$ cat config.mk
export PLATFORM = sky130hd
export DESIGN_NAME = life_sequencer_flat
export DESIGN_NICKNAME = d
export VERILOG_FILES = /design/src/rtl/life_sequencer_if.sv /design/src/rtl/life_sequencer.sv /design/src/flat_wrapper.sv
export SDC_FILE = /design/constraint.sdc
export NUM_CORES = 1
export LEC_CHECK = 0
export ABC_AREA = 0
export CORE_MARGIN = 3
export CORE_UTILIZATION = 52
export DETAILED_ROUTE_END_ITERATION = 10
export GPL_ROUTABILITY_DRIVEN = 0
export GPL_TIMING_DRIVEN = 0
export PLACE_DENSITY = 0.95
export SYNTH_ARGS = -nofsm -noshare
export SYNTH_HDL_FRONTEND = slang
export SYNTH_SLANG_ARGS = --single-unit
export TNS_END_PERCENT = 30
$ cat constraint.sdc
create_clock -name clk -period 4.2 [get_ports clk]
set_clock_uncertainty 0.2 [all_clocks]
set_input_delay 0.63 -clock clk [delete_from_list [all_inputs] [get_ports clk]]
set_output_delay 0.63 -clock clk [all_outputs]
set_load 0.01 [all_outputs]
$ cat src/rtl/life_sequencer_if.sv
// Handshake between the generation sequencer and the evolve datapath.
// master = sequencer side, slave = datapath side.
interface life_sequencer_if;
   logic [63:0] evo_grid;
   logic        evo_start;
   logic [63:0] evo_result;
   logic        evo_done;

   modport master (
      output evo_grid,
      output evo_start,
      input  evo_result,
      input  evo_done
   );

   modport slave (
      input  evo_grid,
      input  evo_start,
      output evo_result,
      output evo_done
   );
endinterface

$ cat src/rtl/life_sequencer.sv
// Generation scheduler for the 8x8 Life core: owns the grid, paces evolve requests, halts on extinction/still life.
// Optional macro LIFE_SEQ_OSC_DETECT_EN adds period-2 oscillator detection as a halt condition.
module life_sequencer #(
   parameter int TICK_DIV = 12_500_000,
   parameter int GEN_W    = 16
) (
   input  logic                  clk,
   input  logic                  reset,
   input  logic [63:0]           seed,
   input  logic                  load,
   input  logic                  reseed,
   input  logic [63:0]           lfsr_seed,
   input  logic                  run,
   input  logic                  step,
   life_sequencer_if.master      evo,
   output logic [63:0]           grid,
   output logic [GEN_W-1:0]      gen_count,
   output logic                  busy,
   output logic                  extinct,
   output logic                  stable
);

   localparam int                TICK_W    = $clog2(TICK_DIV);
   localparam logic [TICK_W-1:0] TICK_LAST = TICK_W'(TICK_DIV - 1);

   typedef enum logic [1:0] {IDLE, WAIT_TICK, EVOLVE, HALT} state_t;

   typedef struct packed {
      logic        vld;
      logic [63:0] grid;
   } cmd_t;

   state_t              state, state_n;
   logic [63:0]         grid_n;
   logic [63:0]         evo_grid_q, evo_grid_n;
   logic                evo_start_q, evo_start_n;
   logic [GEN_W-1:0]    gen_n;
   logic                stable_n;
   logic [TICK_W-1:0]   tick_cnt, tick_n;
   cmd_t                pend, pend_n, cmd;
   logic                cmd_apply, done_accept;
   logic [63:0]         apply_grid;
   logic                osc_hit;
   logic                res_same;
   logic                halt_now;

`ifdef LIFE_SEQ_OSC_DETECT_EN
   // Generation before the current one; a match against the new result is a period-2 cycle.
   logic [63:0] prev_grid;

   assign osc_hit = (gen_count != '0) && (evo.evo_result == prev_grid);

   always_ff @(posedge clk or negedge reset) begin
      if (!reset)
         prev_grid <= '0;
      else if (cmd_apply)
         prev_grid <= '0;
      else if (done_accept)
         prev_grid <= grid;
   end
`else
   assign osc_hit = 1'b0;
`endif

   assign cmd.vld  = load | reseed;
   assign cmd.grid = load ? seed : lfsr_seed;
   assign res_same = (evo.evo_result == grid);
   assign halt_now = (evo.evo_result == '0) | res_same | osc_hit;

   always_comb begin
      state_n     = state;
      grid_n      = grid;
      gen_n       = gen_count;
      stable_n    = stable;
      tick_n      = tick_cnt;
      pend_n      = pend;
      cmd_apply   = 1'b0;
      done_accept = 1'b0;
      apply_grid  = cmd.grid;

      unique case (state)
         IDLE: begin
            if (step)
               state_n = EVOLVE;
            else if (run)
               state_n = WAIT_TICK;
         end
         WAIT_TICK: begin
            if (step) begin
               state_n = EVOLVE;
               tick_n  = '0;
            end else if (!run) begin
               state_n = IDLE;
               tick_n  = '0;
            end else if (tick_cnt == TICK_LAST) begin
               state_n = EVOLVE;
               tick_n  = '0;
            end else begin
               tick_n  = tick_cnt + 1'b1;
            end
         end
         EVOLVE: begin
            // Commands arriving mid-evolve wait for the datapath; last one wins.
            if (cmd.vld)
               pend_n = cmd;
            if (evo.evo_done) begin
               if (cmd.vld || pend.vld) begin
                  cmd_apply  = 1'b1;
                  apply_grid = cmd.vld ? cmd.grid : pend.grid;
               end else begin
                  done_accept = 1'b1;
                  grid_n      = evo.evo_result;
                  stable_n    = res_same | osc_hit;
                  gen_n       = (&gen_count) ? gen_count : gen_count + 1'b1;
                  if (halt_now)
                     state_n = HALT;
                  else
                     state_n = run ? WAIT_TICK : IDLE;
               end
            end
         end
         HALT: ;
         default: state_n = IDLE;
      endcase

      if (cmd.vld && state != EVOLVE) begin
         cmd_apply  = 1'b1;
         apply_grid = cmd.grid;
      end

      if (cmd_apply) begin
         grid_n   = apply_grid;
         gen_n    = '0;
         stable_n = 1'b0;
         tick_n   = '0;
         pend_n   = '0;
         state_n  = run ? WAIT_TICK : IDLE;
      end
   end

   // Request is registered: it fires in the first EVOLVE cycle only.
   assign evo_start_n = (state_n == EVOLVE) && (state != EVOLVE);
   assign evo_grid_n  = evo_start_n ? grid : evo_grid_q;

   always_ff @(posedge clk or negedge reset) begin
      if (!reset) begin
         state       <= IDLE;
         grid        <= '0;
         gen_count   <= '0;
         stable      <= 1'b0;
         tick_cnt    <= '0;
         pend        <= '0;
         evo_grid_q  <= '0;
         evo_start_q <= 1'b0;
      end else begin
         state       <= state_n;
         grid        <= grid_n;
         gen_count   <= gen_n;
         stable      <= stable_n;
         tick_cnt    <= tick_n;
         pend        <= pend_n;
         evo_grid_q  <= evo_grid_n;
         evo_start_q <= evo_start_n;
      end
   end

   assign evo.evo_grid  = evo_grid_q;
   assign evo.evo_start = evo_start_q;
   assign busy          = (state == EVOLVE);
   assign extinct       = (grid == '0);

endmodule

$ cat src/flat_wrapper.sv
// flat-port wrapper written by rule: the top's interface ports become plain ports
module life_sequencer_flat 
#(
   parameter int TICK_DIV = 12_500_000,
   parameter int GEN_W    = 16
)
  (clk, reset, seed, load, reseed, lfsr_seed, run, step, grid, gen_count, busy, extinct, stable, evo_evo_grid, evo_evo_start, evo_evo_result, evo_evo_done);
  life_sequencer_if evo_i ();
  input  logic clk;
  input  logic reset;
  input  logic [63:0] seed;
  input  logic load;
  input  logic reseed;
  input  logic [63:0] lfsr_seed;
  input  logic run;
  input  logic step;
  output logic [63:0] grid;
  output logic [GEN_W-1:0] gen_count;
  output logic busy;
  output logic extinct;
  output logic stable;
  output wire logic [$bits(evo_i.evo_grid)-1:0] evo_evo_grid;
  output wire logic [$bits(evo_i.evo_start)-1:0] evo_evo_start;
  input wire logic [$bits(evo_i.evo_result)-1:0] evo_evo_result;
  input wire logic [$bits(evo_i.evo_done)-1:0] evo_evo_done;
  assign evo_evo_grid = evo_i.evo_grid;
  assign evo_evo_start = evo_i.evo_start;
  assign evo_i.evo_result = evo_evo_result;
  assign evo_i.evo_done = evo_evo_done;
  life_sequencer #(.TICK_DIV(TICK_DIV), .GEN_W(GEN_W)) u_core (.clk(clk), .reset(reset), .seed(seed), .load(load), .reseed(reseed), .lfsr_seed(lfsr_seed), .run(run), .step(step), .evo(evo_i), .grid(grid), .gen_count(gen_count), .busy(busy), .extinct(extinct), .stable(stable));
endmodule
======== Yosys cells after proc, flatten, opt, wreduce, memory -nomap -nowiden ========
Index checks and enable logic that the tools add are counted.
Widths: inputs -> output; s select.
operators by class
  shift-type cells ........................ 0
  div/mod/pow operators ................... 0
  reductions and logical operators ........ 14
  multipliers ............................. 0
  equal/unequal tests ..................... 8
  muxes and demuxes ....................... 42
  add/subtract/negate cells ............... 2
  bitwise gates (word level) .............. 2
  magnitude comparators ................... 0
operators with widths
  operator               number
  $mux 64                10
  $mux 65                3
  $logic_not 64->1       2
  $mux 24                5
  $mux 16                5
  $eq 64x64->1           1
  $add 24x1->24 const B  1
  $eq 24x24->1 const B   1
  $mux 2                 9
  $add 16x1->16 const B  1
  $reduce_and 16->1      1
  $mux 1                 9
  $reduce_bool 2->1      4
  $pmux 2 s3             1
  $eq 2x2->1 const B     2
  $ne 2x1->1 const B     2
  $reduce_and 4->1       1
  $reduce_and 3->1       1
  $eq 2x1->1 const B     1
  $logic_and 1x1->1      2
  $logic_not 2->1        1
  $ne 2x2->1 const B     1
  $or 1x1->1             2
  $reduce_and 2->1       1
  $logic_or 1x1->1       1
word-level totals
  memories ................................ 0
  logic and storage cells ................. 77
  ROM bits ................................ 0
  latch bits .............................. 0
  input port bits ......................... 199
  register bits ........................... 237
  output and inout port bits .............. 148
  RAM bits ................................ 0

======== Depth between registers and ports, before layout ========
  depth in word-level cells ............... 9
  mapped depth ............................ 9
  mapped depth without buffers ............ 7

======== Worst setup path after synthesis ========
OpenSTA, ideal clock, no wires.
  kind .................................... register to register
  start ................................... reg u_core.tick_cnt[0]
  end ..................................... reg u_core.evo_grid_q[14] (netlist: u_core.evo.evo_grid[14])
  setup slack ............................. 1,628 ps
  arrival time ............................ 2,244 ps
  library setup time ...................... 128 ps
  clock period less this slack ............ 2,572 ps
  required time ........................... 3,872 ps
  stages on the path, launching flop included .. 10
  path buffers ............................ 2
  cell sequence ........................... dfrtp_1 > ha_1 > and3_1 > nand3_1 > nor4_4 > a31oi_1 > nor2_1 > buf_4 > buf_6 > mux2_1
between the ends
  word-level cells in the longest chain between the ends .. 8
ends and longest elaborated chain
  what                    line                   text
  start, declared         life_sequencer.sv:39   logic [TICK_W-1:0] tick_cnt, tick_n;
  start signal, assigned  life_sequencer.sv:160  tick_cnt <= tick_n;
  $eq 24x24->1            life_sequencer.sv:95   end else if (tick_cnt == TICK_LAST) begin
  $mux 2                  life_sequencer.sv:95
  $mux 2                  life_sequencer.sv:92   end else if (!run) begin
  $mux 2                  life_sequencer.sv:89   if (step) begin
  $pmux 2 s3              life_sequencer.sv:81   unique case (state)
  $mux 2                  life_sequencer.sv:131  if (cmd_apply) begin
  $eq 2x2->1              life_sequencer.sv:142  assign evo_start_n = (state_n == EVOLVE) && (state != EVOLVE);
  $logic_and 1x1->1       life_sequencer.sv:142
  end signal, assigned    life_sequencer.sv:162  evo_grid_q <= evo_grid_n;
  end, declared           life_sequencer.sv:35   logic [63:0] evo_grid_q, evo_grid_n;
Every way passes these cells.
A chain may end at the register's enable or synchronous reset.

======== Worst setup path after layout ========
  start ................................... reg u_core.grid[8]
  end ..................................... out extinct
between the ends
  word-level cells in the longest chain between the ends .. 1
ends and longest elaborated chain
  what                    line                   text
  start, declared         life_sequencer.sv:16   output logic [63:0] grid,
  start signal, assigned  life_sequencer.sv:157  grid <= grid_n;
  $logic_not 64->1        life_sequencer.sv:170  assign extinct = (grid == '0);
  end, declared           flat_wrapper.sv:20     output logic extinct;
Every way passes these cells.

==> impl_metrics.yaml <==
run_status:
  status: "complete, no violations"
critical_path:
  worstPathMaxFanout: 5
  critPathLaunchType: "flop"
  reg2reg_depth: 7
  r2r_end: "u_core.grid[43]"
  worstPathArrival_ns: 2.71
  required_ns: 3.37
  endpoint_kind: "output pin"
  critPathLaunch: "u_core.grid[8]"
  r2r_slack_ns: 1.03
  worstReg2RegStart: "u_core.state[1]"
  critical_path_class: "reg -> out"
floorplan:
  row_count: 54
  die_x_um: 157.3
  initial_core_util: 0.5372
  die_area_sq_um: 24750
  core_area_sq_um: 22160
  io-pin-count: 347
  die_h_um: 157.3
pwr:
  irDropWorstVdd_uv: 374.6
  p_leak_uw: 0.006740
  power_density_nw_per_um2: 448.3
  total_power_uw: 7472
worst_hold_path:
  hp-class: "reg -> reg"
  hp-start: "u_core.tick_cnt[20]"
  holdPathStages: 1
  hold_end: "u_core.tick_cnt[20]"
sta:
  fin_crit_ns: 3.542
  setup_violations: 0
  slew_violations: 0
  hold_viol_final: 0
  worst_pin_slew_ns: 1.292
  rsz0062_at_grt: "false"
  maxSlewHeadroom: 0.1326
  post-route-period-util: 0.8434
  fmax_ghz: 0.2823
cells_and_area:
  nNetsFinal: 1767
  area_growth_pct: 40.01
  mostFrequentLayoutCells: "clkdlybuf4s50_1 (344), dfrtp_1 (237), o21ai_0 (149), nand2_1 (95), nor2_1 (90)"
  stdcell_area_sq_um: 16670
  final_common_cell: "clkdlybuf4s50_1"
  instances_no_fill: 1866
  drive_gt1_frac: 0.03977
cts:
  clk_latency_ns: 0.55
  clock_path_buffers: 3
  post_cts_buffers: 0
  cts_tree: "yes"
  htree_levels: 1
  cts_sinks: 237
  cts_made_buffers: 26
  root_buffer: "clkbuf_16"
  ctsResizeCount: 0
  path_clk_slew_ns: 0.06
placement:
  dp_hpwl_mm: 33.77
  port_buffers: 345
  postPlaceCellArea_sq_um: 15770
  dp.cells: 1817
synth:
  yosysTopAreaCell: "dfrtp_1"
  ys.flop_type: "dfrtp_1"
  async_flop_share: 1.000
  synth_area_sq_um: 11910
  yosysUniqueCellTypes: 51
  yosys-top-cells-area: "dfrtp_1 (50%), o21ai_0 (6.3%), mux2_1 (5.8%), mux2i_1 (5.7%), xnor2_1 (5.2%)"
  ys_seq_area_frac: 0.4982
  syn_nets: 1391
  synthCells: 1190
  synth_edf_count: 0
  yosys.area.top_type_share: 0.4982
  syn_area_per_cell_sq_um: 10.00
  yosys_warnings: 0
  ys_ff_latch: 237
grt:
  grt_max_degree: 105
  grt_pass1_vias: 12210
  grt.total_usage: 0.3598
  grt_pass1_wl_mm: 69.32
  overflow: 0
  antenna_found_initial: 3
route:
  route.met3.wl_mm: 5.056
  wirelength_met1_mm: 15.77
  drtAntennaViolNets: 0
  route.top_layer_used: "met5"
  drt_pass1_iterations: 6
  vias_per_cell: 6.429
  num_vias: 12000
  wl_per_cell_um: 24.29
  wl_met2_mm: 21.78
  drt_iter0_markers: 1309
  routed_wirelength_mm: 45.33
  drc: 0
run:
  drv_cap: 0
-- per-stage QoR --
step | util | setup slack [ns] | hold slack [ns] | TNS (ns)
floorplan | - | 1.628 | 0.1344 | 0
global placement | 0.7088 | -7.519 | 0.2577 | -1776.19
detailed placement | 0.7116 | 0.5733 | 0.2691 | 0
CTS | 0.7519 | 0.6399 | 0.2848 | 0
global route | 0.7519 | 0.5683 | 0.2965 | 0
finish | 0.7521 | 0.6576 | 0.2813 | 0
-- how the worst max path moves through the flow --
stage,endpoint,slack (ns),cells past startpoint
floorplan,u_core.evo.evo_grid[14],1.63,9
global placement,u_core.evo.evo_grid[27],-7.52,1
detailed placement,u_core.grid[45],0.57,8
CTS,extinct,0.64,4
global route,extinct,0.57,4
finish,extinct,0.66,4
-- cell usage after synthesis, types with 3 or more instances --
cell type	n
a31oi_1	10
xnor2_1	71
dfrtp_1	237
o21ai_0	149
nor3_1	13
nor4_1	43
nor2_1	90
buf_6	5
nand2b_1	4
a41oi_1	3
o21ai_1	3
clkbuf_1	55
a21oi_1	73
nand3_1	17
mux2_2	3
inv_1	5
and3_1	15
xor2_1	6
buf_1	8
or3_1	6
nand2_1	95
nand4_1	36
buf_2	6
mux2i_1	68
o31ai_1	10
a22oi_1	64
mux2_1	61
and2_1	4
-- critical path, cell delays in order (launching register included) --
cell and delay, ns:
dfrtp_1 0.45, nor4_1 0.60, nand4_1 0.18, nor4_1 0.31, clkdlybuf4s50_1 0.65
-- state kept, by name (all words and copies together), names as in the netlist --
signal                flops
u_core.gen_count         16
u_core.evo.evo_grid      64
u_core.state              2
u_core.grid              64
u_core.evo.evo_start      1
u_core.tick_cnt          24
u_core.pend              65
u_core.stable             1
-- where the power goes --
group / total (uW) / leakage (uW) / internal [uW] / switching, uW
Combinational: 2030 / 0.00327 / 1090 / 933
Sequential: 3060 / 0.00303 / 2680 / 386
Clock: 2380 / 0.000431 / 1420 / 961
-- layout make-up --
cell class,instances,area (sq um)
buffer,75,330.3
timing repair buffer,348,3523
tap,280,350.3
antenna,2,5.005
clock buffer,40,794.5
inverter,5,18.77
multi-input combinational,873,5625
clock inverter,6,90.09
sequential,237,5931
fill,1425,5493
-- cells by family (layout without fill, tap and decap cells) --
logic type	after synthesis	count (layout)	share of synthesized area
and+or+nand+nor	338	338	0.1389
other	0	2	0
buffers and inverters	80	474	0.02932
xor gates and xnor gates	77	77	0.05665
adders and majority gates	2	2	0.002102
AOI/OAI and AO/OA	324	324	0.1571
DFF	237	237	0.4982
muxes	132	132	0.1177
-- per-layer routing --
metal	track usage	up-vias
li1	-	5120
met1	0.4394	5739
met2	0.5993	933
met3	0.08991	201
met4	0.1740	4
met5	0	-
-- timing repair --
action,4_1_cts,5_1_grt
hold buffers,1,0
setup endpoints to repair,0,0
endpoints found under the hold margin,48,0
No activity file was read; power rests on OpenSTA's default activity.
